## src/rtl/mach_tru_pkg.sv

```systemverilog
// Shared definitions for the 4-bit ripple subtractor (mach_tru_4bit).
package mach_tru_pkg;

  localparam int unsigned DEFAULT_WIDTH = 4;

  // {borrow, difference} at the default operand width
  typedef logic [DEFAULT_WIDTH:0] result_t;

  // Arithmetic reference: (x - y) mod 2^(DEFAULT_WIDTH+1)
  function automatic result_t ref_diff(input logic [DEFAULT_WIDTH-1:0] x,
                                       input logic [DEFAULT_WIDTH-1:0] y);
    result_t xe;
    result_t ye;
    xe = {1'b0, x};
    ye = {1'b0, y};
    return xe - ye;
  endfunction

endpackage

```

## src/rtl/mach_tru_4bit_full_sub.sv

```systemverilog
// One-bit full subtractor cell: d = x - y - bin, bout = borrow out.
module full_sub (
  input  logic x,
  input  logic y,
  input  logic bin,
  output logic d,
  output logic bout
);

  // Difference and borrow of a single bit position
  always_comb begin
    d    = x ^ y ^ bin;
    bout = (~x & y) | (~(x ^ y) & bin);
  end

endmodule

```

## src/rtl/mach_tru_4bit.sv

```systemverilog
// Registered WIDTH-bit unsigned subtractor: B <= {borrow, X - Y}, one-cycle latency.
// Optional: define MACH_TRU_SIGNED_OVF_EN to add a registered signed-overflow flag ovf.
module mach_tru_4bit
  import mach_tru_pkg::*;
#(
  parameter int unsigned WIDTH = DEFAULT_WIDTH
) (
  input  logic             clk,
  input  logic             rst_n,
  input  logic             in_valid,
  input  logic [WIDTH-1:0] X,
  input  logic [WIDTH-1:0] Y,
  output logic [WIDTH:0]   B,
  output logic             out_valid
`ifdef MACH_TRU_SIGNED_OVF_EN
  ,
  output logic             ovf
`endif
);

  logic [WIDTH:0]   borrow;
  logic [WIDTH-1:0] diff;
  logic [WIDTH:0]   result;

  assign borrow[0] = 1'b0;

  for (genvar i = 0; i < WIDTH; i++) begin : g_chain
    full_sub u_full_sub (
      .x    (X[i]),
      .y    (Y[i]),
      .bin  (borrow[i]),
      .d    (diff[i]),
      .bout (borrow[i+1])
    );
  end

  assign result = {borrow[WIDTH], diff};

  // Result and valid registers; reset wins over in_valid, B holds when idle
  always_ff @(posedge clk) begin
    if (!rst_n) begin
      B         <= '0;
      out_valid <= 1'b0;
    end else begin
      out_valid <= in_valid;
      if (in_valid) begin
        B <= result;
      end
    end
  end

`ifdef MACH_TRU_SIGNED_OVF_EN
  logic ovf_next;

  // Signed overflow: operand signs differ and result sign differs from X
  always_comb begin
    ovf_next = (X[WIDTH-1] != Y[WIDTH-1]) && (diff[WIDTH-1] != X[WIDTH-1]);
  end

  // Overflow flag register, same update rules as B
  always_ff @(posedge clk) begin
    if (!rst_n) begin
      ovf <= 1'b0;
    end else if (in_valid) begin
      ovf <= ovf_next;
    end
  end
`endif

endmodule

```

## config.mk

```make
export PLATFORM = sky130hd
export DESIGN_NAME = mach_tru_4bit
export DESIGN_NICKNAME = d
export VERILOG_FILES = /design/src/rtl/mach_tru_pkg.sv /design/src/rtl/mach_tru_4bit_full_sub.sv /design/src/rtl/mach_tru_4bit.sv
export SDC_FILE = /design/constraint.sdc
export NUM_CORES = 1
export LEC_CHECK = 0
export CAP_MARGIN = 10
export CORE_AREA = 2 2 39 41
export DETAILED_ROUTE_END_ITERATION = 10
export DIE_AREA = 0 0 41 43
export GPL_ROUTABILITY_DRIVEN = 0
export HOLD_SLACK_MARGIN = 0.15
export MAX_ROUTING_LAYER = met4
export PLACE_DENSITY = 0.58
export SETUP_SLACK_MARGIN = 0.1
export SYNTH_ARGS = -nofsm -noshare
export SYNTH_HDL_FRONTEND = slang
export SYNTH_SLANG_ARGS = --single-unit
export TNS_END_PERCENT = 20
```

## constraint.sdc

```tcl
create_clock -name clk -period 3.1 [get_ports clk]
set_input_delay 0.93 -clock clk [delete_from_list [all_inputs] [get_ports clk]]
set_output_delay 0.93 -clock clk [all_outputs]
set_load 0.005 [all_outputs]
```

### Word level (Yosys, flattened, before mapping)

Cells that the tools add are included.

* bitwise operators: 24

Operator list (number)
* bitwise AND 1 bit: 7
* inverter 1 bit: 7
* bitwise XOR 1 bit: 7
* OR 1 bit: 3

* bits of input ports: 11
* register bits: 6
* logic and storage cells: 26

### Depth between registers and ports, before layout

Gate-level depths: netlist of run 1.

* word-level depth: 8
* mapped depth: 10
* mapped depth without buffers: 10

### By module

Synthesis of run 1 repeated with hierarchy kept, for this count alone.

* cells, all modules: 35
* area total of the unflattened synthesis: 349.1 um^2

By module, submodules not included
* mach_tru_4bit: area each 224.0 um^2, seq. area each 120.1 um^2, cells each 19, times used 1
* full_sub: area each 31.3 um^2, seq. area each 0.0 um^2, cells each 4, times used 4

### Worst setup path after synthesis of run 1

OpenSTA, ideal clock, no wires.

* kind: input -> register
* start: in X[0]
* end: reg B[3]
* arrival: 2351 ps
* data required time: 2984 ps
* stages: 10
* path slack: 633 ps
* path through: inv_1 > ha_1 > inv_1 > fa_1 > inv_1 > fa_1 > inv_1 > fa_1 > mux2i_1 > nor2b_1

* word-level cells in the longest chain between the ends: 7

Ends and longest elaborated chain
* from (decl): line mach_tru_4bit.sv:11 `input logic [WIDTH-1:0] X,`
* inverter 1 bit: line mach_tru_4bit_full_sub.sv:13 `bout = (~x & y) | (~(x ^ y) & bin);`
* bitwise AND 1 bit (2 in series): line mach_tru_4bit_full_sub.sv:13
* OR 1 bit: line mach_tru_4bit_full_sub.sv:13
* bitwise AND 1 bit: line mach_tru_4bit_full_sub.sv:13
* OR 1 bit: line mach_tru_4bit_full_sub.sv:13
* bitwise XOR 1 bit: line mach_tru_4bit_full_sub.sv:12 `d = x ^ y ^ bin;`
* net g_chain[3].u_full_sub.d: line mach_tru_4bit_full_sub.sv:6 `output logic d,`
* to (signal assigned): line mach_tru_4bit.sv:47 `B <= result;`
* to (decl): line mach_tru_4bit.sv:13 `output logic [WIDTH:0] B,`

The timed path passes the listed nets, and every way through them passes these cells.
A chain may end at the register's enable or synchronous reset.

### Final worst setup path of run 1

Same ends and word-level chain as after synthesis.

==> results of run 1 <==
-- cells in the final DEF (no fill, tap or decap) --
| cell type | n |
|---|---|
| clkbuf_4 | 3 |
| inv_1 | 7 |
| o211a_1 | 3 |
| clkdlybuf4s50_1 | 16 |
| fa_1 | 3 |
| and2_2 | 1 |
| dfxtp_1 | 6 |
| nand2_1 | 3 |
| nor2b_1 | 2 |
| ha_1 | 1 |
| mux2i_1 | 2 |
-- registers in the layout, summed over array words and instances, names as in the netlist --
name and cells:
B 5, out_valid 1
-- power by group through the flow --
stage               Sequential (mW)  Clock (mW)  Combinational (mW)
floorplan                    0.0891           0              0.0195
global placement             0.0884           0              0.0482
detailed placement           0.0886           0              0.0488
CTS                          0.0873      0.0751              0.0492
global route                 0.0877      0.0803              0.0549
finish                       0.0871      0.0708              0.0479
-- routing by layer --
layer	global-route usage, %	part of all wire (%)	vias up
met5	-	0	-
met4	4.000	0	0
met3	9.948	16	0
met2	11.25	43	12
met1	9.241	41	114
li1	-	-	124
-- worst max-delay path, cell delays in order --
cell and delay, ps:
clkdlybuf4s50_1 450, inv_1 40, ha_1 180, inv_1 60, fa_1 150, inv_1 50, fa_1 350, inv_1 80
fa_1 400, mux2i_1 140, nor2b_1 60
-- metrics by stage --
| stage | setup slack, ps | instances | hold slack [ps] | power, mW |
|---|---|---|---|---|
| global placement | 105.9 | 60 | 465.6 | 0.1366 |
| floorplan | 633.4 | 29 | 476.6 | 0.1086 |
| global route | 219.6 | 63 | 507.7 | 0.2229 |
| detailed placement | 78.49 | 60 | 466.9 | 0.1374 |
| finish | 356.3 | 63 | 480.5 | 0.2058 |
| CTS | 337.7 | 63 | 487.8 | 0.2115 |
-- cell families after synthesis --
family	after synthesis	synth area share (%)
AND/OR/NAND/NOR	6	10.04
buffers and inverters	8	12.05
AO/OA/AOI/OAI	3	9.639
flip-flops	6	38.56
multiplexers	2	6.426
adder cells (fa/ha/maj)	4	23.29
-- path summary, 6_finish.rpt --
path | startpoint | end | cells after the start
max | X[0] | B[3] | 11
min | B[0] | B[0] | 1
max reg2reg | B[4] | B[4] | 1
min reg2reg | B[0] | B[0] | 1
-- cell type report --
| cell class | instances | area share, % |
|---|---|---|
| Timing Repair Buffer | 16 | 31.84 |
| Inverter | 7 | 5.224 |
| Multi-Input combinational cell | 15 | 30.60 |
| Clock buffer | 3 | 4.478 |
| Sequential cell | 6 | 23.88 |
| Tap cell | 16 | 3.980 |
==> flow_metrics.py, run 1 <==
metrics = {
    "run_status": {
        "outcome": "complete, no violations",
    },
    "layout": {
        "fillerInstances": 147,
        "design_area_sq_um": 503.0,
        "fin_util_pct": 36.35,
        "syn_to_final_growth_pct": 61.45,
        "antennaDiodeCount": 0,
        "regArea_sq_um": 120.1,
        "drive_gt1_share_pct": 8.511,
        "nNetsFinal": 64,
        "multiInputGateArea_sq_um": 153.9,
    },
    "run": {
        "drv_cap": 0,
    },
    "yosys": {
        "synth_area_leader_cell": "dfxtp_1",
        "synthArstFlopShare_pct": 0,
        "synthTopCellsByCount": "7 x inv_1, 6 x dfxtp_1, 3 x fa_1, 3 x nand2_1, 3 x o211a_1",
        "syn_inst": 29,
        "synth.area.top_cells": "dfxtp_1 39%, fa_1 19%, o211a_1 9.6%",
        "yosys_warnings": 0,
        "synth_top_area_share_pct": 38.55,
        "syn_nets": 44,
        "synth.most_common_cell": "inv_1",
        "synth-main-ff-cell": "dfxtp_1",
        "synth-seq-cells": 6,
        "ys_seq_area_share_pct": 38.55,
        "netlist-cell-type-count": 10,
        "synth_area_per_cell_sq_um": 10.74,
        "netlist_area_sq_um": 311.5,
        "synth-edff-count": 0,
    },
    "grt": {
        "grt_pass1_vias": 245,
        "grt-ovfl-total": 0,
        "antenna_found_initial": 0,
        "grt_max_degree": 10,
        "grt_pass1_wl_um": 966,
        "grt_usage_pct": 9.232,
    },
    "floorplanning": {
        "row_count": 14,
        "die-area_sq_um": 1763,
        "fp.dieW_um": 41,
        "initial_core_util_pct": 22.51,
        "ioPinCount": 17,
        "floorplan.die.height_um": 43,
        "core_area_sq_um": 1384,
    },
    "routing": {
        "drcViolationCount": 0,
        "drtIter0Drc": 1,
        "postRouteAntennaNets": 0,
        "drt_wl_total_um": 565,
        "vias": 250,
        "routedWlPerCell_um": 8.968,
        "via_per_inst": 3.968,
        "first_pass_iters": 3,
    },
    "pwr": {
        "internal_power_mw": 0.1597,
        "p_sw_share_pct": 22.37,
        "power.density_nw_per_um2": 409.1,
        "vdd_drop_max_v": 0.0002145,
        "power.switching_mw": 0.04603,
        "leakagePower_nw": 0.2446,
        "p_comb_share_pct": 23.3,
        "p_seq_share_pct": 42.3,
        "pwr-share-clk_pct": 34.4,
    },
    "placement": {
        "port_buffers": 16,
        "hpwl_um": 438.9,
        "placed_area_sq_um": 480.5,
    },
    "worst_setup_path": {
        "worst_ep_arrival_time_ps": 2880,
        "cp_max_fo": 1,
        "critPathKind": "input pin to flop",
        "ff2ff_setup_slack_ps": 2480,
        "cp-end-kind": "flop",
        "cp.required_ps": 3230,
        "cp-start-kind": "input pin",
    },
    "timing": {
        "tightest_slew_ps": 348.5,
        "period_needed_ps": 2744,
        "hold_violations": 0,
        "tns_ps": 0,
        "fmax_ghz": 0.3645,
        "slew_viol_final": 0,
        "rsz0062_at_grt": "false",
        "setup_viol": 0,
        "relSlewSlack_pct": 76.69,
        "finClkSkew_ps": 0,
        "finalCritPeriodShare_pct": 88.51,
    },
    "cts": {
        "cts_root_buffer": "clkbuf_4",
        "cts_setup_buffers": 0,
        "cts_tree": "yes",
        "cts_max_level": 1,
        "cts-buffers-inserted": 3,
        "cts-hold-fix-buffers": 0,
        "clock_path_buffers": 2,
        "clk_pin_slew_ps": 50,
        "cts_resized": 0,
        "clk_latency_ps": 240,
        "clkSinkCount": 6,
    },
    "worst_hold_path": {
        "hold_class": "flop to flop",
    },
}
Power figures use the tool's default switching activity.
==> run 2, diff against run 1 <==
--- a/config.mk
+++ b/config.mk
@@ -9,2 +9,3 @@
 export CORE_AREA = 2 2 39 41
+export CTS_BUF_LIST = sky130_fd_sc_hd__clkbuf_16
 export DETAILED_ROUTE_END_ITERATION = 10
==> constraint.sdc (replaced) <==
create_clock -name clk -period 3.1 [get_ports clk]
set_input_delay 0.62 -clock clk [delete_from_list [all_inputs] [get_ports clk]]
set_output_delay 0.62 -clock clk [all_outputs]
set_load 0.005 [all_outputs]
==> flow_metrics.py, run 2 (synthesized netlist as in run 1, its figures left out) <==
metrics = {
    "run_status": {
        "outcome": "complete, no violations",
    },
    "routing": {
        "via_per_inst": 3.921,
        "postRouteAntennaNets": 0,
        "vias": 247,
        "drtIter0Drc": 2,
        "drcViolationCount": 0,
        "routedWlPerCell_um": 9.349,
        "first_pass_iters": 2,
        "drt_wl_total_um": 589,
    },
    "floorplanning": {
        "row_count": 14,
        "core_area_sq_um": 1384,
        "initial_core_util_pct": 22.51,
        "floorplan.die.height_um": 43,
        "die-area_sq_um": 1763,
        "fp.dieW_um": 41,
        "ioPinCount": 17,
    },
    "cts": {
        "cts-hold-fix-buffers": 0,
        "cts_max_level": 1,
        "clock_path_buffers": 2,
        "clk_latency_ps": 230,
        "cts_resized": 0,
        "clk_pin_slew_ps": 30,
        "cts-buffers-inserted": 3,
        "cts_tree": "yes",
        "clkSinkCount": 6,
        "cts_root_buffer": "clkbuf_16",
        "cts_setup_buffers": 0,
    },
    "worst_setup_path": {
        "r2r-end": "B[4]",
        "cp-end-kind": "flop",
        "r2r_start": "B[4]",
        "cp_max_fo": 1,
        "crit_path_start": "X[0]",
        "cp-start-kind": "input pin",
        "cp.required_ps": 3220,
        "critPathKind": "input pin to flop",
        "ff2ff_setup_slack_ps": 2480,
        "reg2regPathDepth": 1,
        "worst_ep_arrival_time_ps": 2570,
    },
    "layout": {
        "fillerInstances": 142,
        "regMostFlops": "B",
        "syn_to_final_growth_pct": 78.31,
        "drive_gt1_share_pct": 8.511,
        "largestRegisters": "B (5), out_valid (1)",
        "largest_register_ffs": 5,
        "nNetsFinal": 64,
        "antennaDiodeCount": 0,
        "final_common_cell": "clkdlybuf4s50_1",
        "final_cell_mix": "16 x clkdlybuf4s50_1, 7 x inv_1, 6 x dfxtp_1",
    },
    "grt": {
        "grt_pass1_vias": 224,
        "grt_max_degree": 10,
        "grt-ovfl-total": 0,
        "antenna_found_initial": 0,
        "grt_pass1_wl_um": 903,
        "grt_usage_pct": 8.601,
    },
    "timing": {
        "fmax_ghz": 0.4076,
        "period_needed_ps": 2453,
        "rsz0062_at_grt": "false",
        "finClkSkew_ps": 0,
        "slew_viol_final": 0,
        "hold_violations": 0,
        "tightest_slew_ps": 378.6,
        "finalCritPeriodShare_pct": 79.13,
        "setup_viol": 0,
        "relSlewSlack_pct": 74.68,
        "tns_ps": 0,
        "whs_ps": 480.4,
    },
    "worst_hold_path": {
        "hold_depth": 1,
        "hold_class": "flop to flop",
        "min-delay-start": "B[2]",
        "timing.hold.worst_endpoint": "B[2]",
    },
    "pwr": {
        "vdd_drop_max_v": 0.0002951,
        "power.density_nw_per_um2": 618.0,
        "leakagePower_nw": 0.2678,
    },
    "run": {
        "drv_cap": 0,
    },
    "placement": {
        "hpwl_um": 432.3,
        "port_buffers": 16,
    },
}
[run 2: changes by cell type in the layout (fill, tap and decap cells not counted)]
cell,previous run,this run
clkbuf_16,0,3
clkbuf_4,3,0
[run 2: how the worst max path moves through the flow]
stage	to	slack, ps
finish	B[3]	650
global route	B[3]	500
CTS	B[3]	630
detailed placement	B[3]	390
global placement	B[3]	410
floorplan	B[3]	940
[run 2: per-layer routing]
metal	routed length (um)	track usage, %	vias up
met1	252	10.53	106
met5	0	-	-
li1	-	-	125
met2	239	9.063	13
met3	79	5.236	3
met4	18	8.000	0
[run 2: power breakdown]
part | switching, mW | internal [mW] | leakage, nW | total, mW
clock network | 0.0429 | 0.165 | 0.0370 | 0.208
logic | 0.0160 | 0.0316 | 0.181 | 0.0477
registers | 0.00287 | 0.0844 | 0.0498 | 0.0873
[run 2: metrics by stage]
stage / cells / util [%] / power [mW] / cell area, sq um / setup WS [ps]
after CTS: 63 / 40.14 / 0.3505 / 555.5 / 628.6
after global placement: 60 / 34.72 / 0.1366 / 480.5 / 413.8
after detailed placement: 60 / 34.72 / 0.1368 / 480.5 / 392.6
after floorplan: 29 / - / 0.1086 / 311.5 / 943.4
final: 63 / 40.14 / 0.3433 / 555.5 / 646.8
after global routing: 63 / 40.14 / 0.3587 / 555.5 / 504.2
[run 2: critical path, stage by stage]
cell and delay, ps:
clkdlybuf4s50_1 450, inv_1 40, ha_1 180, inv_1 60, fa_1 150, inv_1 50, fa_1 340, inv_1 70
fa_1 400, mux2i_1 140, nor2b_1 60
[run 2: area by class of cell]
type | instances | area [sq um] | share of cell area, %
Clock buffer | 3 | 75.07 | 13.51
Inverter | 7 | 26.28 | 4.730
Multi-Input combinational cell | 15 | 153.9 | 27.70
Sequential cell | 6 | 120.1 | 21.62
Tap cell | 16 | 20.02 | 3.604
Timing Repair Buffer | 16 | 160.2 | 28.83
==> run 3, diff against run 2 <==
Settings changed: PLACE_DENSITY 0.58 to 0.6.
Clock period 3.1 ns to 2.2 ns, I/O delays scaled along.
==> flow_metrics.py, run 3 (synthesized netlist as in run 1, its figures left out) <==
metrics = {
    "run_status": {
        "outcome": "complete, no violations",
    },
    "routing": {
        "vias": 249,
        "drcViolationCount": 0,
        "postRouteAntennaNets": 0,
        "routedWlPerCell_um": 8.810,
        "first_pass_iters": 1,
        "via_per_inst": 3.952,
        "drtIter0Drc": 0,
        "drt_wl_total_um": 555,
    },
    "cts": {
        "clk_latency_ps": 220,
        "clk_pin_slew_ps": 30,
        "clkSinkCount": 6,
        "cts-hold-fix-buffers": 0,
        "cts_root_buffer": "clkbuf_16",
        "cts_tree": "yes",
        "cts_max_level": 1,
        "clock_path_buffers": 2,
        "cts-buffers-inserted": 3,
        "cts_setup_buffers": 0,
    },
    "placement": {
        "dp.cells": 60,
        "pre_cts_slack_ps": -324.3,
        "placed_area_sq_um": 480.5,
        "port_buffers": 16,
        "hpwl_um": 424.1,
    },
    "pwr": {
        "leakagePower_nw": 0.2734,
        "power.density_nw_per_um2": 850.8,
        "power.total_mw": 0.4790,
        "vdd_drop_max_v": 0.0005848,
    },
    "grt": {
        "grt_max_degree": 10,
        "grt-ovfl-total": 0,
        "grt_usage_pct": 8.601,
        "grt_pass1_wl_um": 938,
        "grt_pass1_vias": 229,
        "antenna_found_initial": 0,
    },
    "layout": {
        "nNetsFinal": 64,
        "drive_gt1_share_pct": 23.40,
        "fillerInstances": 141,
        "largest_register_ffs": 5,
        "antennaDiodeCount": 0,
        "syn_to_final_growth_pct": 80.72,
        "fin_util_pct": 40.69,
        "final_cell_mix": "12 x clkdlybuf4s50_1, 6 x dfxtp_1, 4 x inv_2",
        "final_common_cell": "clkdlybuf4s50_1",
        "regMostFlops": "B",
        "largestRegisters": "B (5), out_valid (1)",
        "stdcell_count": 63,
        "design_area_sq_um": 563.0,
    },
    "timing": {
        "slew_viol_final": 0,
        "finClkSkew_ps": 0,
        "fmax_ghz": 0.5074,
        "tightest_slew_ps": 343.4,
        "layout_setup_ws_ps": 229.0,
        "relSlewSlack_pct": 77.03,
        "whs_ps": 479.4,
        "tns_ps": 0,
        "setup_viol": 0,
        "hold_violations": 0,
        "period_needed_ps": 1971,
        "finalCritPeriodShare_pct": 89.59,
        "rsz0062_at_grt": "false",
    },
    "worst_setup_path": {
        "slowest_delay_ps": 390,
        "crit_path_cell_trace": "dlygate4sd2_1, ha_2, inv_2, fa_2, inv_2, fa_2, inv_2, fa_1, mux2i_1, nor2b_1",
        "worst_ep_arrival_time_ps": 2090,
        "cp_max_fo": 1,
        "slowest_stage": "fa_1",
        "cp-end-kind": "flop",
        "cp.required_ps": 2310,
        "r2r_start": "B[4]",
        "crit_top_cell": "inv_2",
        "critPathKind": "input pin to flop",
        "r2r-end": "B[4]",
        "cp-start-kind": "input pin",
        "ff2ff_setup_slack_ps": 1580,
        "reg2regPathDepth": 1,
    },
    "worst_hold_path": {
        "hold_class": "flop to flop",
        "hold_depth": 1,
        "min-delay-start": "B[0]",
        "timing.hold.worst_endpoint": "B[0]",
    },
    "floorplanning": {
        "floorplan.die.height_um": 43,
        "row_count": 14,
        "initial_core_util_pct": 22.51,
        "ioPinCount": 17,
        "die-area_sq_um": 1763,
        "core_area_sq_um": 1384,
        "fp.dieW_um": 41,
    },
    "run": {
        "drv_cap": 0,
    },
}
run 3: cell count changes in the layout (fill, tap and decap cells not counted), sizes merged:
cell           before  now
clkdlybuf4s50      16   12
dlymetal6s2s        0    1
dlygate4sd2         0    2
clkdlybuf4s15       0    1
run 3: how the worst max path moves through the flow:
stage	startpoint	to	slack, ps
6_report	Y[0]	B[3]	230
3_3_place_gp	X[0]	B[3]	-300
5_1_grt	Y[0]	B[3]	150
3_5_place_dp	X[0]	B[3]	-320
4_1_cts	Y[1]	B[3]	110
2_1_floorplan	X[0]	B[3]	220
run 3: final cells by class:
type	instances	area [sq um]	area share, %
timing repair buffer	16	160.2	28.44
clock buffer	3	75.07	13.33
sequential	6	120.1	21.33
inverter	7	26.28	4.667
multi-input combinational	15	161.4	28.67
tap	16	20.02	3.556
run 3: routing by layer:
metal | up-vias | part of all wire, % | global-route usage (%)
li1 | 125 | - | -
met1 | 113 | 41 | 9.868
met2 | 11 | 49 | 10.94
met3 | 0 | 10 | 7.853
met4 | 0 | 0 | 2.000
met5 | - | 0 | -
run 3: report_power, final:
part / total, mW / internal (mW) / switching, mW / leakage (nW)
Clock: 0.288 / 0.233 / 0.0551 / 0.0370
Sequential: 0.123 / 0.119 / 0.00419 / 0.0498
Combinational: 0.0682 / 0.0444 / 0.0238 / 0.187
Total: 0.479 / 0.396 / 0.0830 / 0.273
run 3: timing repair:
| action | in CTS | in global routing |
|---|---|---|
| gates resized for setup | 9 | 3 |
| gates cloned | 0 | 0 |
| setup endpoints to repair | 1 | 1 |
| pin swaps | 4 | 3 |
run 3: critical path: cells and delay by family:
family	cells	cell delay, ps
adder cells (fa/ha/maj)	4	1080
buffers and inverters	4	380
multiplexers	1	140
AND/OR/NAND/NOR	1	60
